===== src/rtl/instr_fetch_unit.sv =====
// Instruction fetch front end: reads the combinational instruction ROM at the
// current PC, buffers {pc, word} pairs in a small prefetch FIFO and presents
// the FIFO head to decode over valid/ready. A redirect flushes the FIFO and
// restarts fetch at the target address.
module instr_fetch_unit #(
  parameter logic [31:0] RESET_PC = 32'h0000_0000,
  parameter int          DEPTH    = 2,
  parameter int          AW       = 10
) (
  input  logic          CLK,
  input  logic          RESET_N,
  input  logic          fetch_en,
  output logic [AW-1:0] rom_address,
  input  logic [31:0]   rom_data,
  output logic          inst_valid,
  input  logic          inst_ready,
  output logic [31:0]   inst,
  output logic [31:0]   inst_pc,
  input  logic          redirect,
  input  logic [31:0]   redirect_pc
);

  localparam int PW = (DEPTH > 1) ? $clog2(DEPTH) : 1;
  localparam int CW = $clog2(DEPTH) + 1;
  localparam logic [CW-1:0] FULL = CW'(DEPTH);

  typedef struct packed {
    logic [31:0] pc;
    logic [31:0] word;
  } entry_t;

  logic [31:0]   pc;
  logic [PW-1:0] rd_ptr, wr_ptr;
  logic [CW-1:0] count;
  entry_t        fifo_q [DEPTH];
  entry_t        hold_q;
  entry_t        head;
  logic          push, pop;

  // Low address bits of the redirect target are dropped (word alignment).
  logic [1:0] unused_redirect_lsb;
  assign unused_redirect_lsb = redirect_pc[1:0];

  // ROM address depends on the PC only, so decode backpressure never reaches it.
  assign rom_address = pc[AW+1:2];

  // Handshake qualifiers; redirect suppresses both push and pop.
  always_comb begin
    inst_valid = (count != '0);
    pop  = inst_valid & inst_ready & ~redirect;
    push = fetch_en & ~redirect & ((count < FULL) | pop);
  end

  // Head is read straight out of the FIFO; when empty, the last head is replayed.
  always_comb begin
    head    = inst_valid ? fifo_q[rd_ptr] : hold_q;
    inst    = head.word;
    inst_pc = head.pc;
  end

  // PC, pointers and occupancy; redirect wins over any push/pop.
  always_ff @(posedge CLK or negedge RESET_N) begin
    if (!RESET_N) begin
      pc     <= RESET_PC;
      rd_ptr <= '0;
      wr_ptr <= '0;
      count  <= '0;
    end else if (redirect) begin
      pc     <= {redirect_pc[31:2], 2'b00};
      rd_ptr <= '0;
      wr_ptr <= '0;
      count  <= '0;
    end else begin
      if (push) begin
        pc     <= pc + 32'd4;
        wr_ptr <= wr_ptr + 1'b1;
      end
      if (pop) rd_ptr <= rd_ptr + 1'b1;
      if (push && !pop)      count <= count + 1'b1;
      else if (pop && !push) count <= count - 1'b1;
    end
  end

  // FIFO storage: captures the ROM word alongside the PC it was fetched from.
  always_ff @(posedge CLK or negedge RESET_N) begin
    if (!RESET_N) begin
      for (int i = 0; i < DEPTH; i++) fifo_q[i] <= '0;
    end else if (push) begin
      fifo_q[wr_ptr] <= '{pc: pc, word: rom_data};
    end
  end

  // Remember the most recent valid head so empty-state outputs stay defined.
  always_ff @(posedge CLK or negedge RESET_N) begin
    if (!RESET_N)        hold_q <= '0;
    else if (inst_valid) hold_q <= fifo_q[rd_ptr];
  end

endmodule

===== config.mk =====
export PLATFORM = sky130hd
export DESIGN_NAME = instr_fetch_unit
export DESIGN_NICKNAME = d
export VERILOG_FILES = /design/src/rtl/instr_fetch_unit.sv
export SDC_FILE = /design/constraint.sdc
export NUM_CORES = 1
export LEC_CHECK = 0
export CAP_MARGIN = 0
export CORE_MARGIN = 1
export CORE_UTILIZATION = 23
export CTS_BUF_LIST = sky130_fd_sc_hd__clkbuf_16
export DETAILED_ROUTE_END_ITERATION = 8
export GPL_ROUTABILITY_DRIVEN = 0
export PLACE_DENSITY = 0.38
export SKIP_CTS_REPAIR_TIMING = 1
export SKIP_LAST_GASP = 1
export SYNTH_ARGS = -nofsm -noshare
export SYNTH_HDL_FRONTEND = slang
export SYNTH_SLANG_ARGS = --single-unit

===== constraint.sdc =====
create_clock -name CLK -period 3.14 [get_ports CLK]
set_input_delay 0.628 -clock CLK [delete_from_list [all_inputs] [get_ports CLK]]
set_output_delay 0.628 -clock CLK [all_outputs]
set_load 0.01 [all_outputs]

## After elaboration in Yosys (flattened, before gate mapping)

Index checks and enable logic that the tools add are counted.

| storage, ports and cells | value |
|---|---|
| output and inout bits | 75 |
| flip-flop bits (word level) | 228 |

| cells by class | value |
|---|---|
| muxes and demuxes | 16 |
| bitwise logic cells | 8 |
| add/subtract/negate cells | 5 |
| order comparisons | 4 |
| reductions and logical operators | 9 |

Operators with widths:

| kind | number |
|---|---|
| 2-to-1 mux 64 bit | 5 |
| bitwise mux 128 bit | 1 |
| demux 64 bit (select 1 bit) | 1 |
| 2-to-1 mux 32 bit | 2 |
| adder 32 x 3 -> 32 bit (second input constant) | 1 |
| 2-to-1 mux 2 bit | 3 |
| nonzero test 2 bit | 3 |
| bitwise AND 1 bit | 4 |
| >= comparator 2 bit (second input constant) | 2 |
| 2-to-1 mux 1 bit | 4 |
| NOT 1 -> 2 bit | 2 |
| logical AND 1 bit | 3 |
| nonzero test 3 bit | 1 |
| adder 1 bit (second input constant) | 2 |
| adder 2 x 1 -> 2 bit (second input constant) | 1 |
| logical NOT 1 bit | 2 |
| < comparator 2 x 1 -> 1 bit (second input constant) | 1 |
| < comparator 2 bit (second input constant) | 1 |
| subtractor 2 x 1 -> 2 bit (second input constant) | 1 |
| NOT 1 bit | 1 |
| bitwise OR 1 bit | 1 |

## Longest topological paths before layout

| depth | value |
|---|---|
| depth after elaboration | 10 |
| mapped depth | 7 |
| gate-level depth less buffers | 5 |

## Worst setup path after synthesis

OpenSTA, ideal clock, no wires.

| path | value |
|---|---|
| kind | flip-flop to output port |
| start point | reg rd_ptr |
| end point | out inst[10] |
| cell stages (with the launch flop) | 5 |
| setup slack | 977 ps |
| arrival | 1,535 ps |
| cells stage by stage | dfrtp_1 -> clkbuf_1 -> buf_1 -> mux2i_1 -> o21ai_0 |

| between the ends | value |
|---|---|
| cells in the longest elaborated chain, start to end | 5 |

RTL lines:

| what | RTL line | source |
|---|---|---|
| start, declared | 33 | `logic [PW-1:0] rd_ptr, wr_ptr;` |
| start signal, assigned | 78 | `if (pop) rd_ptr <= rd_ptr + 1'b1;` |
| NOT 1 -> 2 bit (implied by the code) | 56 | `head = inst_valid ? fifo_q[rd_ptr] : hold_q;` |
| 2-to-1 mux 64 bit (implied by the code) (3 in a row) | 56 |  |
| 2-to-1 mux 64 bit | n/a |  |
| end, declared | 17 | `output logic [31:0] inst,` |

No other way between the ends. The select of a mux whose other input is x is not followed.

## Worst setup path after layout

| path | value |
|---|---|
| start point | reg count[1] |
| end point | out inst_pc[20] |

| between the ends | value |
|---|---|
| cells in the longest elaborated chain, start to end | 2 |

RTL lines:

| what | RTL line | source |
|---|---|---|
| start, declared | 34 | `logic [CW-1:0] count;` |
| start signal, assigned | 79 | `if (push && !pop) count <= count + 1'b1;` |
| start signal, assigned | 80 | `else if (pop && !push) count <= count - 1'b1;` |
| nonzero test 2 bit | 49 | `inst_valid = (count != '0);` |
| 2-to-1 mux 64 bit | n/a |  |
| end, declared | 18 | `output logic [31:0] inst_pc,` |

No other way between the ends.

==> out/metrics.csv <==
stage,metric,value,unit
run_status,outcome,finished with violations,
run_status,failing checks,design-rule violations,
power,Power Density,747,nW/µm²
finish,most frequent cells in the layout,"dfrtp_1 (221), clkdlybuf4s50_1 (138), mux2_2 (119), nand2_1 (97), o21ai_0 (76)",
synth,register area share after synthesis,57.6,%
placement,Port Buffers,141,
synth,synth top area cells,"dfrtp_1 (58%), mux2_2 (14%), mux2i_1 (6.5%)",
routing,mean routed wirelength per cell,17.8,µm
placement,post-place setup slack,0.246,ns
synth,Synth Area per Inst,11.9,µm²
grt,pin count of the biggest net entering global routing,80,
synth,"Distinct cells, synth",45,
die,Die Y,207,µm
finish,Area Overhead vs Synth,31.2,%
setup_path,WP data required,2.51,ns
die,core area,41100,µm²
grt,grt total ovfl,0,
timing,unrepaired setup endpoints after global routing,yes,
timing,final hold violations,0,
placement,DPL Wire Length,16700,µm
synth,Mapped Cells,809,
grt,total global-route track usage,12.4,%
timing,final setup skew,0.0173,ns
die,die width,207,µm
setup_path,CP arrival,2.38,ns
routing,DRT iter0 DRCs,324,
setup_path,kind of critical path,reg -> out,
timing,endpoints failing setup,0,
die,initial core utilization,23.5,%
finish,Ant. Diodes,0,
synth,Yosys warning total,0,
routing,Avg Vias per Cell,4.39,
run,MaxCap Viol Count,0,
cts,Root Driver,clkbuf_16,
synth,"Top FF cell, synth",dfrtp_1,
timing,Tmin final,3.01,ns
routing,antenna-violating nets left,0,
synth,leading area contributor after synthesis,dfrtp_1,
die,# rows,74,
setup_path,Worst Setup End Kind,primary output,
cts,deepest clock path buffer count,3,
routing,via count,6566,
grt,first-pass GRT wire length,40800,µm
placement,Placed Cells,1441,
timing,slew margin rel.,58.2,%
finish,filler instances,4210,
cts,H-tree Lvls,1,
worst_hold_path,Hold Path Class,in -> async,
die,I/O pin cnt,144,
synth,Synth Register Bits,222,
finish,share of cells above drive strength 1,20.4,%
synth,asr flop ratio synth,100,%
power,Lkg Pwr,5.17,nW
grt,vias in the first global route,6693,
setup_path,startpoint types,flip-flop,
synth,Post-synth EDFFs,0,
power,"Power, Total",9.47,mW
finish,"commonest non-fill, non-tap cell in the layout",dfrtp_1,
synth,Yosys top cell area share,57.6,%
finish,Finished Layout Cells,1495,
timing,Tightest Pin Transition,0.627,ns
timing,fin. max-slew vios,0,
grt,initial antenna violation count,0,
timing,Final WS setup,0.130,ns
timing,FMAX,332,MHz
cts,"Clk pin slew, worst setup/hold paths",0.06,ns
synth,mapped cell area,9650,µm²
cts,TritonCTS buffer count,28,
power,maximum VDD drop,0.000365,V
setup_path,crit-path max FO,39,
finish,Final nets,1011,
cts,worst skew pair latency,0.55,ns
die,die area,42800,µm²
cts,clk sinks,222,
cts,CTS tree,done,
synth,Synthesized Nets,879,
routing,DRC viols,9,
routing,TritonRoute pass-1 iters,8,
timing,fin crit share,95.8,%
routing,total routed wirelength,26600,µm
[critical path, stage by stage, from the launching register on]
cell and delay (ns):
dfrtp_1 0.48, nor2_4 0.08, buf_4 0.16, clkbuf_16 0.21, o21ai_0 0.30, clkdlybuf4s50_1 0.60
[sequential cells by signal, summed over array words and instances, names as in the netlist]
name / flops
count: 2
wr_ptr: 1
fifo_q: 124
pc: 30
rd_ptr: 1
hold_q: 64
[path summary, 6_finish.rpt]
path / startpoint / endpoint / slack [ns] / cells past startpoint
worst max-delay path: count[1]$_DFFE_PN0P_ / inst_pc[20] / 0.13 / 5
min in group CLK: hold_q[32]$_DFF_PN0_ / hold_q[32]$_DFF_PN0_ / 0.48 / 1
max in group asynchronous: RESET_N / hold_q[39]$_DFF_PN0_ / 2.39 / 2
worst max register to register: pc[8]$_DFFE_PN0P_ / pc[26]$_DFFE_PN0P_ / 0.81 / 4
worst min-delay path: RESET_N / hold_q[3]$_DFF_PN0_ / 0.002 / 1
worst min register to register: hold_q[32]$_DFF_PN0_ / hold_q[32]$_DFF_PN0_ / 0.48 / 1
[cells in the mapped netlist (3+ instances only)]
| cell type | n |
|---|---|
| dfrtp_1 | 222 |
| mux2_2 | 119 |
| nand2_1 | 97 |
| o21ai_0 | 77 |
| mux2i_1 | 63 |
| clkbuf_1 | 37 |
| nand3_1 | 21 |
| nor2_1 | 20 |
| nand4_1 | 18 |
| buf_2 | 10 |
| buf_4 | 10 |
| a31oi_1 | 9 |
| buf_1 | 9 |
| or4_1 | 9 |
| xor2_1 | 8 |
| inv_1 | 7 |
| o31ai_1 | 7 |
| o41ai_1 | 7 |
| and3_1 | 6 |
| nor2b_1 | 6 |
| and2_1 | 5 |
| nor3_1 | 5 |
| nor4_1 | 4 |
| a311o_1 | 3 |
| and4_1 | 3 |
| o211ai_1 | 3 |
[cell families after synthesis]
kind of cell / count (synthesis) / share of synthesized area (%)
AOI/OAI and AO/OA: 114 / 6.94
xor gates and xnor gates: 9 / 0.817
adders and majority gates: 1 / 0.130
buffers and inverters: 74 / 3.47
DFF: 222 / 57.6
muxes: 182 / 20.4
and+or+nand+nor: 207 / 10.7
[final cells by class]
type	instances	area (µm²)	area share (%)
Tap cell	532	666	5.26
Multi-Input combinational cell	513	3770	29.8
Inverter	7	26.3	0.207
Clock buffer	29	726	5.73
Timing Repair Buffer	169	1750	13.8
Clock inverter	23	171	1.35
Sequential cell	222	5560	43.9
[stage by stage]
stage | util, % | TNS (ns) | cell area [µm²] | hold WS [ns]
finish | 30.8 | 0 | 12700 | 0.00171
global route | 30.8 | -0.0181 | 12700 | 0.0206
CTS | 30.7 | 0 | 12600 | -0.00493
detailed placement | 28.5 | 0 | 11700 | 0.471
global placement | 28.5 | 0 | 11700 | 0.463
floorplan | - | 0 | 9650 | 0.332
[layer usage]
metal | GRT usage, % | wire (µm) | up-vias
met5 | 0 | 0 | -
met4 | 3.68 | 533 | 0
met3 | 2.29 | 1240 | 32
met2 | 18.6 | 11600 | 118
met1 | 17.9 | 13200 | 3244
li1 | - | - | 3172
[where the power goes]
group / leakage [nW] / switching [mW] / total [mW] / internal [mW]
clock network: 0.458 / 1.25 / 3.15 / 1.90
logic: 2.02 / 1.02 / 2.28 / 1.26
registers: 2.69 / 0.365 / 4.03 / 3.67
total: 5.17 / 2.64 / 9.47 / 6.83
No activity file was read; power rests on OpenSTA's default activity.
